==> src/rtl/alu_cmd_sequencer.sv <==
// alu_cmd_sequencer
//
// Accepts one ALU command at a time, drives it into an external ALU+shifter
// datapath through registered alu_* outputs, waits LATENCY cycles for the
// datapath to settle, captures the result and presents it on a valid/ready
// response channel until the consumer takes it.
//
// Parameters:
//   LATENCY   register stages between alu_* and a stable alu_o/alu_cout (1..4)
//
// Ports:
//   clk, reset            rising-edge clock, asynchronous active-low reset
//   cmd_valid/cmd_ready   command handshake; ready only while idle
//   cmd_a/b/s/cin/h       command operands, function select, carry-in, shift
//   alu_a/b/s/cin/h       registered drive into the datapath
//   alu_o, alu_cout       datapath result and carry-out
//   rsp_valid/rsp_ready   response handshake
//   rsp_o, rsp_cout       captured result and carry-out
//   rsp_zero              captured result == 0 (only with ALU_CMD_SEQ_ZERO_FLAG_EN)
//   busy                  high whenever not idle
//   ops_done              wrapping count of completed operations
//
// Build option: define ALU_CMD_SEQ_ZERO_FLAG_EN to add the rsp_zero output.

module alu_cmd_sequencer #(
    parameter int unsigned LATENCY = 1
) (
    input  logic       clk,
    input  logic       reset,
    input  logic       cmd_valid,
    output logic       cmd_ready,
    input  logic [3:0] cmd_a,
    input  logic [3:0] cmd_b,
    input  logic [2:0] cmd_s,
    input  logic       cmd_cin,
    input  logic [1:0] cmd_h,
    output logic [3:0] alu_a,
    output logic [3:0] alu_b,
    output logic [2:0] alu_s,
    output logic       alu_cin,
    output logic [1:0] alu_h,
    input  logic [3:0] alu_o,
    input  logic       alu_cout,
    output logic       rsp_valid,
    input  logic       rsp_ready,
    output logic [3:0] rsp_o,
    output logic       rsp_cout,
`ifdef ALU_CMD_SEQ_ZERO_FLAG_EN
    output logic       rsp_zero,
`endif
    output logic       busy,
    output logic [7:0] ops_done
);

    localparam logic [2:0] LatCnt = 3'(LATENCY);

    typedef enum logic [1:0] {StIdle, StWait, StCapture, StResp} state_e;

    state_e     state_q, state_d;
    logic [2:0] cnt_q, cnt_d;
    logic       load_cmd;
    logic       capture;
    logic       rsp_hs;

    always_comb begin
        state_d  = state_q;
        cnt_d    = cnt_q;
        load_cmd = 1'b0;
        capture  = 1'b0;
        rsp_hs   = 1'b0;
        unique case (state_q)
            StIdle: begin
                if (cmd_valid) begin
                    load_cmd = 1'b1;
                    cnt_d    = LatCnt;
                    state_d  = StWait;
                end
            end
            StWait: begin
                // Counter holds the number of WAIT cycles still to spend,
                // including the current one.
                cnt_d = cnt_q - 3'd1;
                if (cnt_q <= 3'd1) begin
                    state_d = StCapture;
                end
            end
            StCapture: begin
                capture = 1'b1;
                state_d = StResp;
            end
            StResp: begin
                if (rsp_ready) begin
                    rsp_hs  = 1'b1;
                    state_d = StIdle;
                end
            end
            default: state_d = StIdle;
        endcase
    end

    assign cmd_ready = (state_q == StIdle);
    assign busy      = (state_q != StIdle);
    assign rsp_valid = (state_q == StResp);

    always_ff @(posedge clk or negedge reset) begin
        if (!reset) begin
            state_q <= StIdle;
            cnt_q   <= 3'd0;
        end else begin
            state_q <= state_d;
            cnt_q   <= cnt_d;
        end
    end

    // Operands only change on accept, so the datapath sees stable inputs
    // for the whole operation and keeps the last command while idle.
    always_ff @(posedge clk or negedge reset) begin
        if (!reset) begin
            alu_a   <= 4'h0;
            alu_b   <= 4'h0;
            alu_s   <= 3'h0;
            alu_cin <= 1'b0;
            alu_h   <= 2'h0;
        end else if (load_cmd) begin
            alu_a   <= cmd_a;
            alu_b   <= cmd_b;
            alu_s   <= cmd_s;
            alu_cin <= cmd_cin;
            alu_h   <= cmd_h;
        end
    end

    always_ff @(posedge clk or negedge reset) begin
        if (!reset) begin
            rsp_o    <= 4'h0;
            rsp_cout <= 1'b0;
        end else if (capture) begin
            rsp_o    <= alu_o;
            rsp_cout <= alu_cout;
        end
    end

`ifdef ALU_CMD_SEQ_ZERO_FLAG_EN
    always_ff @(posedge clk or negedge reset) begin
        if (!reset) begin
            rsp_zero <= 1'b0;
        end else if (capture) begin
            rsp_zero <= (alu_o == 4'h0);
        end
    end
`endif

    always_ff @(posedge clk or negedge reset) begin
        if (!reset) begin
            ops_done <= 8'd0;
        end else if (rsp_hs) begin
            ops_done <= ops_done + 8'd1;
        end
    end

endmodule

==> config.mk <==
export PLATFORM = sky130hd
export DESIGN_NAME = alu_cmd_sequencer
export DESIGN_NICKNAME = d
export VERILOG_FILES = /design/src/rtl/alu_cmd_sequencer.sv
export SDC_FILE = /design/constraint.sdc
export NUM_CORES = 1
export LEC_CHECK = 0
export CAP_MARGIN = 30
export CORE_ASPECT_RATIO = 1.4
export CORE_MARGIN = 5
export CORE_UTILIZATION = 45
export CTS_BUF_LIST = sky130_fd_sc_hd__clkbuf_4
export DETAILED_ROUTE_END_ITERATION = 16
export GPL_ROUTABILITY_DRIVEN = 1
export PLACE_DENSITY_LB_ADDON = 0.05
export SYNTH_ARGS = -nofsm -noshare
export SYNTH_HDL_FRONTEND = slang
export SYNTH_SLANG_ARGS = --single-unit
==> constraint.sdc <==
create_clock -name clk -period 1.8 [get_ports clk]
set_clock_uncertainty 0.2 [all_clocks]
set_input_delay 0.36 -clock clk [delete_from_list [all_inputs] [get_ports clk]]
set_output_delay 0.36 -clock clk [all_outputs]
set_load 0.01 [all_outputs]
* Word-level counts from Yosys, hierarchy flattened
Index checks and enable logic that the tools add are counted.
Storage, ports and cells: flip-flop bits (word level) 32, input port bits 23, output and inout port bits 30, word-level logic and storage cells 35
Cells by class: add/subtract/negate cells 2, $lt $le $gt $ge 1, equality and inequality tests 6, mux-type cells 11, reductions and logical operators 5
Operators with widths (number):
- adder 8 x 1 -> 8 bit, second input constant | 1
- case mux 2 bit (4 select lines) | 1
- two-way mux 2 bit | 3
- case mux 3 bit (2 select lines) | 1
- two-way mux 1 bit | 5
- == test 2 bit, second input constant | 2
- != test 2 bit, second input constant | 2
- nonzero test 2 bit | 2
- less-or-equal comparator 3 x 1 -> 1 bit, second input constant | 1
- two-way mux 3 bit | 1
- AND reduction 3 bit | 1
- subtractor 3 x 1 -> 3 bit, second input constant | 1
- == test 2 x 1 -> 1 bit, second input constant | 1
- logical NOT 2 bit | 1
- != test 2 x 1 -> 1 bit, second input constant | 1
- AND reduction 2 bit | 1

* Longest topological paths before layout
depth after elaboration 3, gate-level depth with buffers 6, gate-level depth less buffers 6

* Worst setup path before layout
Ideal clock, no wire load.
path kind reg-to-reg, from register state_q[0], to register state_q[1], library setup time 0.125 ns, arrival 1.336 ns, required time 1.475 ns, slack 0.139 ns, cell stages (with the launch flop) 6, path buffers 0, period minus slack after synthesis 1.661 ns, path through dfrtp_1 inv_1 ha_1 nand2b_1 nand3_1 mux2_4
On the way: longest elaborated chain between the ends 3, elaborated cells between the ends (all ways) 9, classes of those cells eq/ne (6); mux (1); reduce/logical (2)
RTL lines:
- from (decl) | line 59 | state_e state_q, state_d;
- from (signal assigned) | line 107 | state_q <= StIdle;
- from (signal assigned) | line 110 | state_q <= state_d;
- logical NOT 2 bit *
- named net cmd_ready | line 31 | output logic cmd_ready,
- != test 2 bit (no line)
- AND reduction 3 bit (no line)
Mark *: on every way through the listed nets, which the timed path passes. The rest lies on a longest branch. A chain may end at the register's enable or synchronous reset.

* Worst setup path in the final report
from register state_q[1], to output port rsp_valid
On the way: longest elaborated chain between the ends 1
RTL lines:
- == test 2 bit | line 103 | assign rsp_valid = (state_q == StResp);
- to (decl) | line 44 | output logic rsp_valid,
Every way passes these cells.

==> flow_metrics.env <==
export IMPL_critPathLaunch="state_q[1]"
export IMPL_htreeDepth=2
export IMPL_async_reset_ff_frac=1.00
export IMPL_synth_top_cell_area_share=0.566
export IMPL_synth_seq_cells=32
export IMPL_synth_area_leaders="dfrtp_1 57%, mux2_2 16%, ha_1 7.1%"
export IMPL_final_setup_viol_count=0
export IMPL_dieArea_um2=4380
export IMPL_antenna_found_initial=0
export IMPL_synth_ff_type="dfrtp_1"
export IMPL_num_vias=1061
export IMPL_detailed_place_hpwl_mm=2.44
export IMPL_ctsRootBufferMaster="clkbuf_4"
export IMPL_antenna_left=0
export IMPL_cts_sinks=32
export IMPL_worstPathArrival_ns=1.17
export IMPL_core_area_um2=3060
export IMPL_grt_max_degree=33
export IMPL_wl_met3_um=242
export IMPL_finalMaxSlewViolations=0
export IMPL_rsz0062_at_grt="false"
export IMPL_cts_tree="built"
export IMPL_met2_length_mm=1.88
export IMPL_diodes=0
export IMPL_drtPass1Iterations=4
export IMPL_finalCritPeriodShare=0.960
export IMPL_dp_slack_ns=-0.0187
export IMPL_drtIter0Drc=14
export IMPL_worstPathRequired_ns=1.24
export IMPL_drive_gt1_frac=0.320
export IMPL_r2r_end="state_q[1]"
export IMPL_area_growth_pct=54.0
export IMPL_final_setup_tns_ns=0
export IMPL_fin_util=0.712
export IMPL_ioPinCount=53
export IMPL_synth_edff_count=0
export IMPL_timing_rr_start="state_q[1]"
export IMPL_worstHoldPathType="in -> async"
export IMPL_p_leak_nw=1.10
export IMPL_tightestPinTransition_ns=0.402
export IMPL_timing_final_ws_setup_ns=0.0719
export IMPL_hold_buffers=0
export IMPL_cp_start_kind="register"
export IMPL_status="completed"
export IMPL_period_minus_slack_ns=1.73
export IMPL_start_util=0.462
export IMPL_nFillCells=248
export IMPL_rrSetupSlack_ns=0.08
export IMPL_wl_per_cell_um=14.8
export IMPL_port_buffers=52
export IMPL_yosys_area_top_type="dfrtp_1"
export IMPL_gp_congestion=0.788
export IMPL_fp_dieW_um=57.4
export IMPL_yosysUniqueCellTypes=25
export IMPL_top_layer="met4"
export IMPL_crit_end="rsp_valid"
export IMPL_drc=0
export IMPL_power_mw=3.43
export IMPL_grt_pass1_wl_mm=5.42
export IMPL_maxCapViolations=0
export IMPL_synth_nets=135
export IMPL_overflow=0
export IMPL_hold_viol=0
export IMPL_cts_buffers=5
export IMPL_fin_cells=217
export IMPL_final_nets=209
export IMPL_grt_use_total=0.158
export IMPL_syn_area_um2=1420
export IMPL_wl_mm=3.22
export IMPL_worstSetupEndpointType="primary output"
export IMPL_r2r_cells=6
export IMPL_cellPowerDensity_nw_per_um2=1570
export IMPL_synth_warnings=0
export IMPL_grt_pass1_vias=1180
export IMPL_synthCells=104
export IMPL_peakVddDrop_mv=1.10
export IMPL_critical_path_class="reg -> out"
export IMPL_die_h_um=76.4
export IMPL_clockBufferDepth=2
export IMPL_relSlewSlack=0.732
export IMPL_seq_area_frac_synth=0.566
export IMPL_clk_pin_slew_ns=0.09
export IMPL_clock_fmax_ghz=0.579
export IMPL_syn_area_per_cell_um2=13.6
export IMPL_vias_per_cell=4.89
export IMPL_wl_met1_mm=1.06
export IMPL_rows=24
export IMPL_place_inst=206
export IMPL_clkLatencyLatePin_ns=0.32
export IMPL_cp_max_fo=3
-- state kept, by name, indices dropped and copies added (netlist names) --
register	count
ops_done	8
alu_a	4
alu_b	4
rsp_o	4
alu_s	3
cnt_q	3
alu_h	2
state_q	2
alu_cin	1
rsp_cout	1
-- metal layers --
metal  GRT usage  vias to the layer above
met5           0                        -
met4      0.0534                        0
met3      0.0678                        6
met2       0.284                       30
met1       0.158                      519
li1            -                      506
-- cells by family after synthesis --
| family | count (synthesis) | synth area share |
|---|---|---|
| AOI/OAI and AO/OA | 7 | 0.0292 |
| xor gates and xnor gates | 7 | 0.0433 |
| adders and majority gates | 8 | 0.0707 |
| buffers and inverters | 8 | 0.0265 |
| DFF | 32 | 0.566 |
| muxes | 22 | 0.177 |
| and+or+nand+nor | 20 | 0.0875 |
-- synthesized netlist by cell type, types with 2 or more instances --
library cell / number
a21oi_1: 2
and3_4: 2
dfrtp_1: 32
ha_1: 8
inv_1: 6
mux2_2: 20
nand2_1: 4
nand3_1: 4
nand3_2: 2
nor2_1: 2
o21ai_0: 3
xnor2_1: 6
-- power breakdown --
part / switching [mW] / internal (mW)
Sequential: 0.181 / 1.05
Clock: 0.226 / 0.159
Combinational: 0.769 / 1.05
Total: 1.18 / 2.26
-- layout by cell type, fill, tap and decap left out, types with 3 or more instances in the layout --
| cell | Yosys | layout |
|---|---|---|
| clkdlybuf4s50_1 | 0 | 22 |
| o21ai_0 | 3 | 3 |
| buf_4 | 0 | 16 |
| nand3_1 | 4 | 4 |
| mux2_2 | 20 | 20 |
| dlygate4sd2_1 | 0 | 17 |
| ha_1 | 8 | 6 |
| dfrtp_1 | 32 | 32 |
| xnor2_1 | 6 | 6 |
| clkbuf_4 | 0 | 6 |
| nand2_1 | 4 | 4 |
| inv_1 | 6 | 4 |
| dlymetal6s2s_1 | 0 | 10 |
-- cell type report --
cell class / count / area, um2 / share of cell area
Clock buffer: 6 / 45.0 / 0.0207
Timing Repair Buffer: 69 / 656 / 0.301
Clock inverter: 1 / 5.00 / 0.00230
Inverter: 6 / 22.5 / 0.0103
Sequential cell: 32 / 801 / 0.367
Multi-Input combinational cell: 64 / 602 / 0.276
Tap cell: 39 / 48.8 / 0.0224
-- per-stage QoR --
step,hold WS [ns],cell area (um2)
2_1_floorplan,-0.136,1420
3_3_place_gp,0.262,2080
3_5_place_dp,0.281,2080
6_report,0.227,2180
5_1_grt,0.263,2180
4_1_cts,0.234,2140
-- worst min-delay path by stage --
stage | end | cells past startpoint | start | slack, ns
finish | ops_done[4] | 2 | reset | 0.23
global route | ops_done[4] | 2 | reset | 0.26
CTS | ops_done[4] | 2 | reset | 0.23
detailed placement | ops_done[7] | 1 | ops_done[7] | 0.28
global placement | ops_done[7] | 1 | ops_done[7] | 0.26
floorplan | alu_a[0] | 0 | reset | -0.14
-- worst max-delay path, stage by stage, from the launching register on --
cell	delay [ns]
dfrtp_1	0.41
buf_4	0.16
ha_4	0.16
buf_6	0.11
-- timing repair --
action,in CTS,in global routing
setup endpoints to repair,20,13
pin swaps,1,0
resized for setup,32,13
setup buffers,4,0
No activity file was read; power rests on OpenSTA's default activity.
